**config.mk**
```make
export PLATFORM = sky130hd
export DESIGN_NAME = uart_alici_fifo
export DESIGN_NICKNAME = d
export VERILOG_FILES = /design/src/rtl/uart_alici_fifo.sv
export SDC_FILE = /design/constraint.sdc
export NUM_CORES = 1
export LEC_CHECK = 0
export ABC_AREA = 1
export CAP_MARGIN = 10
export CORE_UTILIZATION = 64
export CTS_CLUSTER_SIZE = 14
export DETAILED_ROUTE_END_ITERATION = 8
export PLACE_DENSITY = 0.86
export SLEW_MARGIN = 30
export SYNTH_ARGS = -nofsm -noshare
export SYNTH_HDL_FRONTEND = slang
export SYNTH_SLANG_ARGS = --single-unit
```
**constraint.sdc**
```tcl
create_clock -name clk_i -period 4 [get_ports clk_i]
set_clock_uncertainty 0.2 [all_clocks]
set_input_delay 0.4 -clock clk_i [delete_from_list [all_inputs] [get_ports clk_i]]
set_output_delay 0.4 -clock clk_i [all_outputs]
set_load 0.02 [all_outputs]
```
**src/rtl/uart_alici_fifo.sv**
```systemverilog
`default_nettype none
// ============================================================================
// Module      : uart_alici_fifo
// Description : Receive-side byte buffer for a UART receiver. Captures each
//               byte flagged by the receiver's valid pulse into a first-word-
//               fall-through FIFO. Presents bytes over a ready/valid handshake
//               with occupancy, sticky overflow and threshold interrupt.
// Ports       : clk_i, rstn_i          - clock, async active-low reset
//               veri_i, veri_gecerli_i - incoming byte and its valid pulse
//               veri_o, veri_gecerli_o - head byte (0 when empty) and valid
//               veri_hazir_i           - consumer accepts head byte
//               bos_o, dolu_o          - empty / full
//               doluluk_o              - stored byte count 0..DERINLIK
//               esik_i, kesme_o        - interrupt threshold (0 = off), irq
//               tasma_o                - sticky overflow flag
//               tasma_temizle_i        - clears the overflow flag
// Revision    : 1.0 - initial release
// ============================================================================
module uart_alici_fifo #(
    parameter int DERINLIK = 8,
    parameter int VERI_BIT = 8
) (
    input  logic                        clk_i,
    input  logic                        rstn_i,
    input  logic [VERI_BIT-1:0]         veri_i,
    input  logic                        veri_gecerli_i,
    output logic [VERI_BIT-1:0]         veri_o,
    output logic                        veri_gecerli_o,
    input  logic                        veri_hazir_i,
    output logic                        bos_o,
    output logic                        dolu_o,
    output logic [$clog2(DERINLIK):0]   doluluk_o,
    input  logic [$clog2(DERINLIK):0]   esik_i,
    output logic                        kesme_o,
    output logic                        tasma_o,
    input  logic                        tasma_temizle_i
);

    localparam int c_ADR_W = $clog2(DERINLIK);
    localparam int c_CNT_W = c_ADR_W + 1;

    logic [VERI_BIT-1:0] r_mem [DERINLIK];
    logic [c_CNT_W-1:0]  r_wr_ptr;
    logic [c_CNT_W-1:0]  r_rd_ptr;
    logic [c_CNT_W-1:0]  r_doluluk;
    logic                r_tasma;

    logic w_bos;
    logic w_dolu;
    logic w_push;
    logic w_pop;
    logic w_tasma;

    // Full/empty come from the count so pointer equality is never ambiguous.
    assign w_bos   = (r_doluluk == '0);
    assign w_dolu  = (r_doluluk == c_CNT_W'(DERINLIK));
    assign w_pop   = !w_bos && veri_hazir_i;
    // A simultaneous pop frees a slot, so a full FIFO still accepts the byte.
    assign w_push  = veri_gecerli_i && (!w_dolu || w_pop);
    assign w_tasma = veri_gecerli_i && w_dolu && !w_pop;

    always_ff @(posedge clk_i or negedge rstn_i) begin
        if (!rstn_i) begin
            for (int i = 0; i < DERINLIK; i++) begin
                r_mem[i] <= '0;
            end
        end else if (w_push) begin
            r_mem[r_wr_ptr[c_ADR_W-1:0]] <= veri_i;
        end
    end

    always_ff @(posedge clk_i or negedge rstn_i) begin
        if (!rstn_i) begin
            r_wr_ptr  <= '0;
            r_rd_ptr  <= '0;
            r_doluluk <= '0;
        end else begin
            if (w_push) begin
                r_wr_ptr <= r_wr_ptr + c_CNT_W'(1);
            end
            if (w_pop) begin
                r_rd_ptr <= r_rd_ptr + c_CNT_W'(1);
            end
            if (w_push && !w_pop) begin
                r_doluluk <= r_doluluk + c_CNT_W'(1);
            end else if (w_pop && !w_push) begin
                r_doluluk <= r_doluluk - c_CNT_W'(1);
            end
        end
    end

    // Set has priority over clear so a fresh overflow is never lost.
    always_ff @(posedge clk_i or negedge rstn_i) begin
        if (!rstn_i) begin
            r_tasma <= 1'b0;
        end else if (w_tasma) begin
            r_tasma <= 1'b1;
        end else if (tasma_temizle_i) begin
            r_tasma <= 1'b0;
        end
    end

    assign veri_o         = w_bos ? '0 : r_mem[r_rd_ptr[c_ADR_W-1:0]];
    assign veri_gecerli_o = !w_bos;
    assign bos_o          = w_bos;
    assign dolu_o         = w_dolu;
    assign doluluk_o      = r_doluluk;
    assign kesme_o        = (esik_i != '0) && (r_doluluk >= esik_i);
    assign tasma_o        = r_tasma;

endmodule
`default_nettype wire
```
==> key figures, run 1 <==
Status
  • Status: finished clean

Run
  • Max_cap viols: 0

Timing
  • Worst setup margin: between 0.9 and 1 ns
  • Worst Tran Pin Value: around 0.96 ns
  • Slew headroom: between 30% and 40%
  • Crit path time final: ~3.1 ns
  • Peak Freq: 324.1 MHz
  • Hold Fails Final Rpt: 0
  • Endpoints failing setup: 0
  • Final period util: between 70% and 80%
  • RSZ-0062 raised after global routing: no
  • Fin Setup TNS: 0 ns
  • Slew Viols, Final: 0

Clock tree
  • CTS buffer count: 9
  • CTS tree: built
  • Reg clk slew, reported paths: ~0.080 ns
  • Post-CTS Setup Repair Bufs: 0
  • Max Buffers Root-to-Sink: 2
  • CTS H-tree depth: 3
  • Clock Latency Late Sink: between 0.3 and 0.4 ns
  • CTS root buffer: clkbuf_8
  • Resized Gates After CTS: 0
  • Hold_buf cts: 0
  • Sink Count: 75

Global routing
  • Antenna violations before repair: 0
  • First-pass GRT wire length: between 15 and 20 mm
  • Remaining Overflow, GRT: 0
  • Largest net degree at the start of global routing: 76
  • Number of global-route vias before repair: roughly 3700
  • Total track usage: 32.29%

Critical path
  • Worst Setup Start Kind: register
  • Req. time, crit path: about 3.4 ns
  • Crit path max fanout: 33
  • Crit path capture type: output pin
  • CP Data Arrival Time: between 2 and 2.5 ns
  • Setup CP Type: register to output pin

Cells and area
  • Fin cells: 721
  • Fillers: 545
  • Layout cells sized above 1: 6.400%
  • Register area: around 1900 µm²
  • # diodes: 0
  • Area Growth Syn to Fin: 8.693%
  • Area of the multi-input gates: between 2000 and 2500 µm²
  • Nets: roughly 650

Logic synthesis
  • Mean area per synthesized cell: 7.421 µm²
  • EDFF count, synth: 0
  • Gate Count Post-Synth: roughly 600
  • Most numerous cell in the Yosys netlist: nand2_1
  • Async SR Flop Fraction: 100.0%
  • Ys flop type: dfrtp_1
  • Area contributors post-synth: dfrtp_1, nand2_1, nand4_1
  • Leading area contributor after synthesis: dfrtp_1
  • Synth Register Bits: between 70 and 80
  • Sequential element share of the synthesized area: between 40 and 50%
  • YS warnings: 0
  • Commonest cells in the netlist: nand2_1, inv_1, dfrtp_1, nand4_1, nand3_1
  • Top cell type's share of synthesized area: about 42%
  • Post-synthesis net count: about 640
  • Distinct cells, synth: 30
  • Area of the mapped netlist: ~4500 µm²

Pwr
  • VDD IR max: 0.4837 mV
  • Clock share of power: 12.4%
  • Sw power: 1.892 mW
  • Pwr dens: slightly above 800 nW/µm²
  • Int Power: between 2 and 2.5 mW
  • Seq pwr share: 34.5%
  • Static Leak: between 2 and 3 nW
  • Combinational power share: 53.1%
  • Switch share: 46.94%

Route
  • # DRC: 0
  • DR pass1 iterations: 5
  • Routed WL: 10.92 mm
  • Initial DRC Count: about 460
  • Vias per std cell: 5.684
  • Via count: 4098
  • Drt wl/cell: ~15 µm
  • Antenna-violating nets left: 0

Floorplan
  • Ports: 34
  • CORE AREA: 6794 µm²
  • Initial Utilization: between 60% and 70%
  • Placement Rows: 30
  • Die Span Y: 86.03 µm
  • Chip width: about 86 µm
  • DIE AREA: 7401 µm²

Place
  • Gpl congestion: 0.8727
  • Dpl ws: 1.072 ns
  • Placed insts: ~700
  • Dpl hpwl: ~7.1 mm
  • IO buf count: 33

Min path
  • Worst hold path type: primary input to register
## power by group through the flow
stage | combinational (mW) | clock, mW | sequential, mW
final | 2.14 | 0.499 | 1.39
after CTS | 2.12 | 0.501 | 1.38
after global placement | 2.04 | 0 | 1.37
after global routing | 2.41 | 0.533 | 1.43
after detailed placement | 2.10 | 0 | 1.39
after floorplan | 1.55 | 0 | 1.31
## path summary, 6_finish.rpt
check,startpoint,to,slack (ns),depth (start not counted)
max,r_rd_ptr[0],veri_o[7],0.91,7
min,veri_gecerli_i,r_wr_ptr[1],0.15,4
max reg2reg,doluluk_o[0],doluluk_o[3],1.02,11
min reg2reg,r_mem[21],r_mem[21],0.28,2
max in group asynchronous,rstn_i,r_mem[1],2.70,2
min in group asynchronous,rstn_i,r_mem[52],0.44,2
## cell usage in the layout, fill, tap and decap left out
master / count
buf_6: 1
nor2_4: 8
clkbuf_1: 4
nand2_4: 1
nand4_4: 1
nand3_4: 5
nand2_1: 238
inv_2: 1
buf_2: 1
nor2_2: 1
ha_1: 9
or2_2: 1
nand3_1: 45
fa_1: 1
clkinv_1: 1
dlygate4sd3_1: 1
nor4_1: 1
nand3_2: 3
clkinv_2: 3
dfrtp_1: 75
o22ai_2: 1
o21ai_0: 4
a21oi_1: 2
nor2_1: 20
inv_1: 84
nand4_1: 64
clkdlybuf4s50_1: 31
clkbuf_8: 9
xnor2_1: 4
buf_4: 4
xor2_1: 1
## stage by stage
step | area, µm² | hold WS (ns) | util, % | power [mW]
floorplan | 4519 | -0.09559 | - | 2.866
global placement | 4745 | 0.2535 | 69.83 | 3.407
detailed placement | 4745 | 0.2589 | 69.83 | 3.490
CTS | 4898 | 0.02020 | 72.10 | 4.000
global route | 4912 | 0.1596 | 72.30 | 4.374
finish | 4912 | 0.1466 | 72.30 | 4.030
## cell type report
class / count / area share (%)
Timing Repair Buffer: 38 / 7.463
Inverter: 86 / 6.572
Clock buffer: 13 / 2.827
Sequential cell: 75 / 38.21
Clock inverter: 3 / 0.3057
Multi-Input combinational cell: 410 / 42.18
Tap cell: 96 / 2.445
## flip-flops by register name, indices dropped and copies added, names as in the netlist
signal,count
r_rd_ptr,3
doluluk_o,4
r_wr_ptr,3
r_mem,64
tasma_o,1
## critical path, cell delays in order, from the launching register on
cell	delay [ns]
dfrtp_1	0.38
inv_1	0.70
nand2_1	0.13
nand3_1	0.12
nand2_1	0.08
nor2_1	0.11
nor2_1	0.08
clkdlybuf4s50_1	0.54
## cell families (layout without fill, tap and decap cells)
| family | count (synthesis) | in the layout | share of synthesized area, % |
|---|---|---|---|
| XOR/XNOR | 5 | 5 | 0.9689 |
| buffers and inverters | 124 | 140 | 12.82 |
| AND/OR/NAND/NOR | 388 | 388 | 40.81 |
| adder cells (fa/ha/maj) | 10 | 10 | 2.935 |
| AO/OA/AOI/OAI | 7 | 7 | 0.9413 |
| flip-flops | 75 | 75 | 41.53 |
## routing by layer
layer	vias to the layer above	track usage [%]	routed length, µm
li1	1951	-	-
met1	1901	46.99	4898
met2	224	47.40	4883
met3	22	5.582	888
met4	0	14.39	248
met5	-	0	0
Power figures use the tool's default switching activity.
==> run 2, diff against run 1 <==
--- a/config.mk
+++ b/config.mk
@@ -7,10 +7,10 @@
 export LEC_CHECK = 0
 export ABC_AREA = 1
 export CAP_MARGIN = 10
-export CORE_UTILIZATION = 64
+export CORE_UTILIZATION = 59
 export CTS_CLUSTER_SIZE = 14
 export DETAILED_ROUTE_END_ITERATION = 8
-export PLACE_DENSITY = 0.86
+export PLACE_DENSITY = 0.8
 export SLEW_MARGIN = 30
 export SYNTH_ARGS = -nofsm -noshare
 export SYNTH_HDL_FRONTEND = slang
==> constraint.sdc (replaced) <==
create_clock -name clk_i -period 3 [get_ports clk_i]
set_clock_uncertainty 0.2 [all_clocks]
set_input_delay 0.3 -clock clk_i [delete_from_list [all_inputs] [get_ports clk_i]]
set_output_delay 0.3 -clock clk_i [all_outputs]
set_load 0.02 [all_outputs]
==> run 2 against run 1 <==
  * Cell count rose by 0.69%
  * Largest cell class unchanged
  * Largest power group unchanged
  * Register-to-register slack got worse by 0.50 ns
  * Critical path depth decreased by 1
  * Flip-flop and latch count did not move
  * Critical path type unchanged
  * First-iteration DRC count shrank 13%
  * Setup slack worse by 0.74 ns
  * Cell area up 2.3%
  * Sequential power grew 32%
  * Utilization fell by 3.7 points
==> key figures, run 2 (same netlist as run 1, synthesis figures left out) <==
Timing
  • Hold Fails Final Rpt: 0 (unchanged)
  • Slew headroom: 42.09% (+5.9 points)
  • Endpoints failing setup: 0 (unchanged)
  • Slew Viols, Final: 0 (unchanged)
  • Peak Freq: between 300 and 400 MHz
  • Fin Setup TNS: 0 ns (unchanged)
  • WHS: 0.03232 ns (-0.1143 ns)
  • Final period util: between 90% and 100%
  • RSZ-0062 raised after global routing: no
  • Crit path time final: roughly 2.8 ns
  • Worst Tran Pin Value: 0.8686 ns (-0.08718 ns)
  • Worst setup margin: 0.1784 ns (-0.7357 ns)

Place
  • Dpl ws: 0.4443 ns (-0.6281 ns)
  • Gpl congestion: 0.8282 (-5.1%)
  • IO buf count: 33 (unchanged)
  • Dpl cell area: 4763 µm² (+0.40%)
  • Dpl hpwl: 6.974 mm (-1.5%)

Min path
  • Hold path depth: 4 (unchanged)
  • Worst hold path type: primary input to register

Clock tree
  • CTS root buffer: clkbuf_8
  • Sink Count: 75 (unchanged)
  • Reg clk slew, reported paths: 0.08 ns (about the same)
  • Clock Latency Late Sink: 0.37 ns (+0.02 ns)
  • CTS H-tree depth: 3 (unchanged)
  • Resized Gates After CTS: 0 (unchanged)
  • CTS buffer count: 9 (unchanged)
  • Max Buffers Root-to-Sink: 2 (unchanged)
  • CTS tree: built

Pwr
  • Int Power: 3.137 mW (+47%)
  • Clock share of power: 17.1% (+4.7 points)
  • Seq pwr share: 32.4% (-2.1 points)
  • Switch share: 44.82% (-2.1 points)
  • VDD IR max: 0.5586 mV (+15%)
  • Static Leak: 2.688 nW (+1.9%)
  • Combinational power share: 50.5% (-2.6 points)
  • Sw power: 2.548 mW (+35%)
  • Pwr dens: 1131 nW/µm² (+38%)
  • Power consumption: 5.686 mW (+41%)

Cells and area
  • Leading cell types in the layout, fill and taps excluded: nand2_1, inv_1, dfrtp_1, nand4_1, nand3_1
  • Layout cells sized above 1: 7.337% (+0.94 points)
  • Biggest register: r_mem
  • Nets: 649 (+0.31%)
  • Commonest non-fill, non-tap cell in the layout: nand2_1
  • Fillers: 622 (+14%)
  • # diodes: 0 (unchanged)
  • Finished Cell Area: 5026 µm² (+2.3%)
  • Area Growth Syn to Fin: 11.21%
  • Max FFs per register: 64 (unchanged)

Floorplan
  • CORE AREA: 7331 µm² (+7.9%)
  • Ports: 34 (unchanged)
  • Placement Rows: 31 (+3.3%)
  • Chip width: 89.52 µm (+4.1%)
  • Initial Utilization: 61.65% (-4.9 points)
  • DIE AREA: 8014 µm² (+8.3%)
  • Die Span Y: 89.52 µm (+4.1%)

Critical path
  • Worst Setup Start Kind: register
  • Crit path from: r_rd_ptr[1]
  • Crit Reg-Reg Startpoint: doluluk_o[0]
  • R2R depth: 11 (unchanged)
  • CP Capture Point: veri_o[4]
  • Setup CP Type: register to output pin
  • Worst reg-to-reg setup slack: 0.52 ns (-0.50 ns)
  • Req. time, crit path: 2.50 ns (-0.90 ns)
  • CP Data Arrival Time: 2.32 ns (-0.17 ns)
  • Crit path capture type: output pin
  • FF-to-FF End: doluluk_o[3]
  • Crit path max fanout: 17 (-48%)

Global routing
  • First-pass GRT wire length: 18.10 mm (-1.8%)
  • Total track usage: 30.89% (-1.4 points)
  • Number of global-route vias before repair: 3677 (-1.4%)
  • Remaining Overflow, GRT: 0 (unchanged)
  • Largest net degree at the start of global routing: 76 (unchanged)
  • Antenna violations before repair: 0 (unchanged)

Route
  • Antenna-violating nets left: 0 (unchanged)
  • Drt wl/cell: 15.33 µm (+1.3%)
  • DR pass1 iterations: 5 (unchanged)
  • Routed WL: 11.13 mm (+2.0%)
  • Via count: 4052 (-1.1%)
  • # DRC: 0 (unchanged)
  • Initial DRC Count: 394 (-13%)
  • Vias per std cell: 5.581 (-1.8%)

Status
  • Status: finished clean

Run
  • Max_cap viols: 0 (unchanged)
run 2: worst min-delay path by stage:
stage                   startpoint      endpoint
floorplan                   rstn_i  doluluk_o[0]
global placement         r_mem[27]     r_mem[27]
detailed placement       r_mem[19]     r_mem[19]
CTS                 veri_gecerli_i   r_wr_ptr[0]
global route        veri_gecerli_i   r_wr_ptr[0]
finish              veri_gecerli_i   r_wr_ptr[0]
run 2: worst max-delay path: stages (launching register included):
cell and delay (ns):
dfrtp_1 0.37, clkinv_1 0.45, nand3_1 0.28, nand2_1 0.09
nor2_1 0.14, nor2_1 0.08, clkdlybuf4s50_1 0.54
run 2: repair_timing:
item                                   in CTS  in global routing
hold buffers                                1                  0
endpoints found under the hold margin      75                  0
buffers inserted                            0                  0
run 2: stage by stage:
| stage | std cells | util [%] |
|---|---|---|
| floorplan | 609 | - |
| global placement | 709 | 64.98 |
| detailed placement | 709 | 64.98 |
| CTS | 726 | 68.51 |
| global route | 726 | 68.56 |
| finish | 726 | 68.56 |
run 2: power by group through the flow:
stage	Sequential, mW	Combinational (mW)	Clock [mW]
2_1_floorplan	1.75	2.07	0
3_3_place_gp	1.82	2.76	0
3_5_place_dp	1.85	2.84	0
4_1_cts	1.83	2.86	0.979
5_1_grt	1.90	3.24	1.02
6_report	1.84	2.87	0.973
run 2: cell type report:
| class | instances | area [µm²] | area share [%] |
|---|---|---|---|
| Inverter | 86 | 322.8 | 6.423 |
| Clock buffer | 10 | 137.6 | 2.738 |
| Tap cell | 99 | 123.9 | 2.465 |
| Multi-Input combinational cell | 410 | 2072 | 41.22 |
| Clock inverter | 6 | 111.4 | 2.216 |
| Timing Repair Buffer | 40 | 381.6 | 7.593 |
| Sequential cell | 75 | 1877 | 37.34 |
run 2: layer usage:
metal | routed length [µm] | GRT usage, % | vias to the layer above
met5 | 0 | 0 | -
met4 | 194 | 10.39 | 0
met3 | 1042 | 7.387 | 18
met2 | 5176 | 48.30 | 170
met1 | 4719 | 42.35 | 1912
li1 | - | - | 1952
